==> config.mk <==
export PLATFORM = sky130hd
export DESIGN_NAME = fq_bw_ctrl
export DESIGN_NICKNAME = d
export VERILOG_FILES = /design/src/rtl/fq_bw_ctrl.sv
export SDC_FILE = /design/constraint.sdc
export NUM_CORES = 1
export LEC_CHECK = 0
export BUFFER_PORTS_ARGS = -buffer_cell sky130_fd_sc_hd__buf_2
export CAP_MARGIN = 20
export CORE_MARGIN = 2
export CORE_UTILIZATION = 60
export CTS_CLUSTER_DIAMETER = 150
export DETAILED_ROUTE_END_ITERATION = 16
export GPL_ROUTABILITY_DRIVEN = 1
export GPL_TIMING_DRIVEN = 0
export PLACE_DENSITY = 0.85
export SYNTH_ARGS = -nofsm -noshare
export SYNTH_HDL_FRONTEND = slang
export SYNTH_SLANG_ARGS = --single-unit
export TNS_END_PERCENT = 50
==> constraint.sdc <==
create_clock -name clock -period 10.5 [get_ports clock]
set_input_delay 2.625 -clock clock [delete_from_list [all_inputs] [get_ports clock]]
set_output_delay 2.625 -clock clock [all_outputs]
set_load 0.01 [all_outputs]
==> src/rtl/fq_bw_ctrl.sv <==
// fq_bw_ctrl
//   Bandwidth/latency timestamp controller for a single flow queue.
//   Every accepted flit gets a departure timestamp: at most `bandwidth`
//   flits share one timestamp slot, and the configured latency is added
//   to that slot. A bandwidth of 0 means unlimited. The controller falls
//   back to IDLE when sim_time reaches the slot after the last one used
//   and no flit arrives in that cycle.
//
// Ports
//   clock, reset          single clock, synchronous active-high reset
//   sim_time/_tick        current simulation time and its advance strobe
//   in_ready/in_timestamp flit accepted this cycle and its arrival time
//   out_valid/out_timestamp  combinational departure timestamp
//   busy                  high while in COUNT
//   config_in_valid/config_in   daisy-chained {bandwidth, latency} load
//   config_out_valid/config_out current configuration, passed down chain
//   stat_bump_count       (FQ_BW_STATS_EN only) saturating count of
//                         flits pushed to the next slot because the
//                         current one was full
//
// Build option: define FQ_BW_STATS_EN to add stat_bump_count.

module fq_bw_ctrl #(
    parameter int unsigned TS_WIDTH  = 10,
    parameter int unsigned BW_WIDTH  = 8,
    parameter int unsigned LAT_WIDTH = 8
) (
    input  logic                          clock,
    input  logic                          reset,
    input  logic [TS_WIDTH-1:0]           sim_time,
    input  logic                          sim_time_tick,
    input  logic                          in_ready,
    input  logic [TS_WIDTH-1:0]           in_timestamp,
    output logic                          out_valid,
    output logic [TS_WIDTH-1:0]           out_timestamp,
    output logic                          busy,
    input  logic                          config_in_valid,
    input  logic [BW_WIDTH+LAT_WIDTH-1:0] config_in,
    output logic                          config_out_valid,
    output logic [BW_WIDTH+LAT_WIDTH-1:0] config_out
`ifdef FQ_BW_STATS_EN
    ,
    output logic [15:0]                   stat_bump_count
`endif
);

    typedef enum logic {
        IDLE  = 1'b0,
        COUNT = 1'b1
    } state_t;

    localparam logic [TS_WIDTH-1:0] TS_ONE  = TS_WIDTH'(1);
    localparam logic [BW_WIDTH-1:0] CNT_ONE = BW_WIDTH'(1);

    state_t                r_state;
    logic [BW_WIDTH-1:0]   r_bw;
    logic [LAT_WIDTH-1:0]  r_lat;
    logic [BW_WIDTH-1:0]   r_count;
    logic [TS_WIDTH-1:0]   r_last_ts;
    logic [TS_WIDTH-1:0]   r_expire_ts;

    state_t                w_state_nxt;
    logic [BW_WIDTH-1:0]   w_count_nxt;
    logic [TS_WIDTH-1:0]   w_slot;
    logic [TS_WIDTH-1:0]   w_diff;
    logic [TS_WIDTH-1:0]   w_lat_ts;
    logic                  w_newer;
    logic                  w_full;
    logic                  w_bump;

    // Latency is zero-extended or truncated into the timestamp domain.
    generate
        if (LAT_WIDTH >= TS_WIDTH) begin : g_lat_trunc
            assign w_lat_ts = r_lat[TS_WIDTH-1:0];
        end else begin : g_lat_ext
            assign w_lat_ts = {{(TS_WIDTH-LAT_WIDTH){1'b0}}, r_lat};
        end
    endgenerate

    // Wrap-aware ordering: in_timestamp is newer when it lies in the half
    // of the modular circle ahead of last_ts.
    assign w_diff  = in_timestamp - r_last_ts;
    assign w_newer = (in_timestamp != r_last_ts) && !w_diff[TS_WIDTH-1];
    assign w_full  = (r_bw != '0) && (r_count >= r_bw);

    always_comb begin
        w_state_nxt = r_state;
        w_count_nxt = r_count;
        w_slot      = r_last_ts;
        w_bump      = 1'b0;
        if (in_ready) begin
            if (r_state == IDLE) begin
                w_slot      = in_timestamp;
                w_count_nxt = CNT_ONE;
                w_state_nxt = COUNT;
            end else if (w_newer) begin
                w_slot      = in_timestamp;
                w_count_nxt = CNT_ONE;
            end else if (w_full) begin
                w_slot      = r_last_ts + TS_ONE;
                w_count_nxt = CNT_ONE;
                w_bump      = 1'b1;
            end else if (r_count != '1) begin
                w_count_nxt = r_count + CNT_ONE;
            end
        end else if ((r_state == COUNT) && sim_time_tick &&
                     (sim_time == r_expire_ts)) begin
            w_state_nxt = IDLE;
            w_count_nxt = '0;
        end
    end

    always_ff @(posedge clock) begin
        if (reset) begin
            r_state     <= IDLE;
            r_bw        <= '0;
            r_lat       <= '0;
            r_count     <= '0;
            r_last_ts   <= '0;
            r_expire_ts <= '0;
        end else begin
            r_state <= w_state_nxt;
            r_count <= w_count_nxt;
            if (in_ready) begin
                r_last_ts   <= w_slot;
                r_expire_ts <= w_slot + TS_ONE;
            end
            if (config_in_valid) begin
                {r_bw, r_lat} <= config_in;
            end
        end
    end

`ifdef FQ_BW_STATS_EN
    logic [15:0] r_bump_count;

    always_ff @(posedge clock) begin
        if (reset) begin
            r_bump_count <= '0;
        end else if (w_bump && (r_bump_count != '1)) begin
            r_bump_count <= r_bump_count + 16'd1;
        end
    end

    assign stat_bump_count = r_bump_count;
`endif

    assign out_valid        = in_ready;
    assign out_timestamp    = w_slot + w_lat_ts;
    assign busy             = (r_state == COUNT);
    assign config_out_valid = config_in_valid;
    assign config_out       = {r_bw, r_lat};

endmodule
==> results.sh <==
export IMPL_hold_depth=2
export IMPL_achievable_frequency_mhz=106
export IMPL_cts_setup_buffers=0
export IMPL_grt_pass1_wl_um=14600
export IMPL_crit_fanout=8
export IMPL_status="finished clean"
export IMPL_syn_nets=467
export IMPL_crit_path_end_kind="output port"
export IMPL_clk_pin_slew_worst_paths_ns=0.09
export IMPL_core_rowCount=27
export IMPL_yosysWarnings=0
export IMPL_io_pins=70
export IMPL_hold_ws_ns=0.520
export IMPL_seqCellArea_um2=901
export IMPL_vdd_drop_max_uv=89.7
export IMPL_slowest_stage="mux2i_1"
export IMPL_nNetsFinal=541
export IMPL_relSlewSlack=0.525
export IMPL_path_buf_inv=4
export IMPL_ys_seq_area_frac=0.273
export IMPL_min_period_over_period=0.900
export IMPL_grt_max_degree=15
export IMPL_rsz0062_at_grt="false"
export IMPL_maxSlewViolCount=0
export IMPL_grt_pass1_vias=3138
export IMPL_core_area_um2=5410
export IMPL_ant_nets=0
export IMPL_final_cells=543
export IMPL_p_per_area_nw_per_um2=121
export IMPL_place_congestion=0.933
export IMPL_synth_top_area_frac=0.273
export IMPL_synthTopCellsByArea="dfxtp_1, ha_1, mux2i_1, nor2_1, xnor2_1"
export IMPL_grt_overflow=0
export IMPL_diodes=0
export IMPL_drt_wirelength_per_cell_um=15.5
export IMPL_drive_gt1_frac=0.214
export IMPL_antenna_found_initial=0
export IMPL_hold_path_class="reg2reg"
export IMPL_dominantRegCellSynth="dfxtp_1"
export IMPL_yosys_area_top_type="dfxtp_1"
export IMPL_setup_viol=0
export IMPL_final_area_um2=3810
export IMPL_synth_async_reset_ratio=0
export IMPL_mostFrequentLayoutCell="buf_2"
export IMPL_netlist_area_um2=3300
export IMPL_finalCriticalPeriod_ns=9.45
export IMPL_finClkSkew_ns=0.00805
export IMPL_die_h_um=78.2
export IMPL_syn_inst=396
export IMPL_ys_types=58
export IMPL_busiest_layer="met2"
export IMPL_cap_violations=0
export IMPL_routed_via_density=5.89
export IMPL_dp_cells=535
export IMPL_path_delay_family="compound AO/OA/AOI/OAI gates"
export IMPL_place_area_um2=3730
export IMPL_track_usage=0.294
export IMPL_cts_root_buffer="clkbuf_8"
export IMPL_start_kind="input port"
export IMPL_ctsResizeCount=0
export IMPL_cts_made_buffers=5
export IMPL_fin_tns_setup_ns=0
export IMPL_r2r_cells=13
export IMPL_finalHoldViolations=0
export IMPL_num_vias=3196
export IMPL_final_cell_mix="buf_2, nor2_1, dfxtp_1, inv_1, ha_1"
export IMPL_hpwl_um=6600
export IMPL_cp_arrival_ns=6.83
export IMPL_synth_edf_count=0
export IMPL_multiInputGateArea_um2=2210
export IMPL_h_tree_depth=2
export IMPL_syn_area_per_cell_um2=8.34
export IMPL_cp_common_cell="a21o_1"
export IMPL_die_width_um=78.2
export IMPL_firstDrtPassIters=5
export IMPL_drt_initial_drc_count=265
export IMPL_utilization=0.705
export IMPL_path_cells="buf_2 > ha_1 > a21oi_1 > o21ai_1 > a2111oi_4 > mux2i_1 > or4_1 > and3_4 > inv_1 > ha_1 > inv_1 > fa_1 > nor2b_1 > o21ai_0 > nand2b_1 > a21o_1 > a21o_1 > a21o_1 > a21oi_1 > xor2_1 > buf_2"
export IMPL_nFillCells=464
export IMPL_drc=0
export IMPL_ys_ff_latch=45
export IMPL_crit_cells=21
export IMPL_drt_wl_total_um=8410
export IMPL_clkLatencyLatePin_ns=0.31
export IMPL_dieArea_um2=6110
export IMPL_postCtsHoldBufs=0
export IMPL_power_leakage_nw=1.76
export IMPL_cpPeakStageDelay_ns=0.65
export IMPL_start_util=0.611
export IMPL_grtUsageMet2=0.493
export IMPL_cts_tree="built"
export IMPL_critical_path_class="in2out"
export IMPL_syn2layout_area_growth_pct=15.5
export IMPL_grtUsageMet3=0.0391
export IMPL_portBuffers=67
export IMPL_crit_required_ns=7.88
export IMPL_worstMarginPinSlew_ns=0.693
export IMPL_cts_sinks=45
export IMPL_clock_path_buffers=2
export IMPL_grtUsageMet1=0.395
## flip-flops by register name (all words and copies together), names as in the netlist
name	flops
r_expire_ts	10
r_last_ts	10
r_bw	8
r_count	8
r_lat	8
busy	1
## synthesized netlist by cell type (3+ instances only)
library cell	number
a31oi_1	5
xnor2_1	21
nor4_1	5
nand3_1	11
inv_1	30
dfxtp_1	45
a211oi_1	7
and2_1	7
nand4_1	11
nor2b_1	3
mux2i_1	19
a21o_1	8
nand2b_1	4
buf_4	3
nor2_1	50
xor2_1	7
nor3_2	3
a2bb2oi_1	3
clkbuf_1	12
nand2_1	23
o21ai_0	13
ha_1	29
and3_1	11
nor3_1	5
a21oi_1	17
## metal layers
metal	vias to the layer above	routed length, um
met5	-	0
met3	20	467
li1	1558	-
met4	0	190
met2	117	4010
met1	1501	3750
## power by group
group | total, mW | internal, mW | switching [mW] | leakage, nW
clock network | 0.108 | 0.0460 | 0.0622 | 0.0439
registers | 0.194 | 0.182 | 0.0116 | 0.371
logic | 0.161 | 0.0678 | 0.0928 | 1.35
## final cells by class
| class | instances | share of cell area |
|---|---|---|
| multi-input cells | 304 | 0.580 |
| repair buffers | 67 | 0.0880 |
| plain buffers | 17 | 0.0203 |
| clock buffers | 5 | 0.0181 |
| well taps | 72 | 0.0236 |
| clock inverters | 3 | 0.00459 |
| flip-flops and latches | 45 | 0.236 |
| inverters | 30 | 0.0295 |
## cells by family after synthesis
family,Yosys count,share of synthesized area
AO/OA/AOI/OAI,79,0.181
XOR/XNOR,28,0.0743
adder cells (fa/ha/maj),30,0.116
buffers and inverters,47,0.0576
flip-flops,45,0.273
multiplexers,21,0.0667
AND/OR/NAND/NOR,146,0.231
## path summary, 6_finish.rpt
check,startpoint,endpoint,slack (ns)
setup / recovery,in_timestamp[4],out_timestamp[8],1.05
hold / removal,r_count[4],r_count[4],0.52
setup reg to reg,r_last_ts[4],r_expire_ts[4],6.90
hold reg to reg,r_count[4],r_count[4],0.52
## tightest hold or removal path, cell delays in order, from the launching register on
cell and delay [ns]:
dfxtp_1 0.36, nand2_1 0.07, a21oi_1 0.05
## per-stage QoR
step	worst slack, ns	total power [mW]
6_report	1.05	0.462
4_1_cts	1.05	0.460
5_1_grt	0.752	0.488
3_3_place_gp	1.23	0.350
2_1_floorplan	1.75	0.306
3_5_place_dp	1.07	0.355
Power figures use the tool's default switching activity.
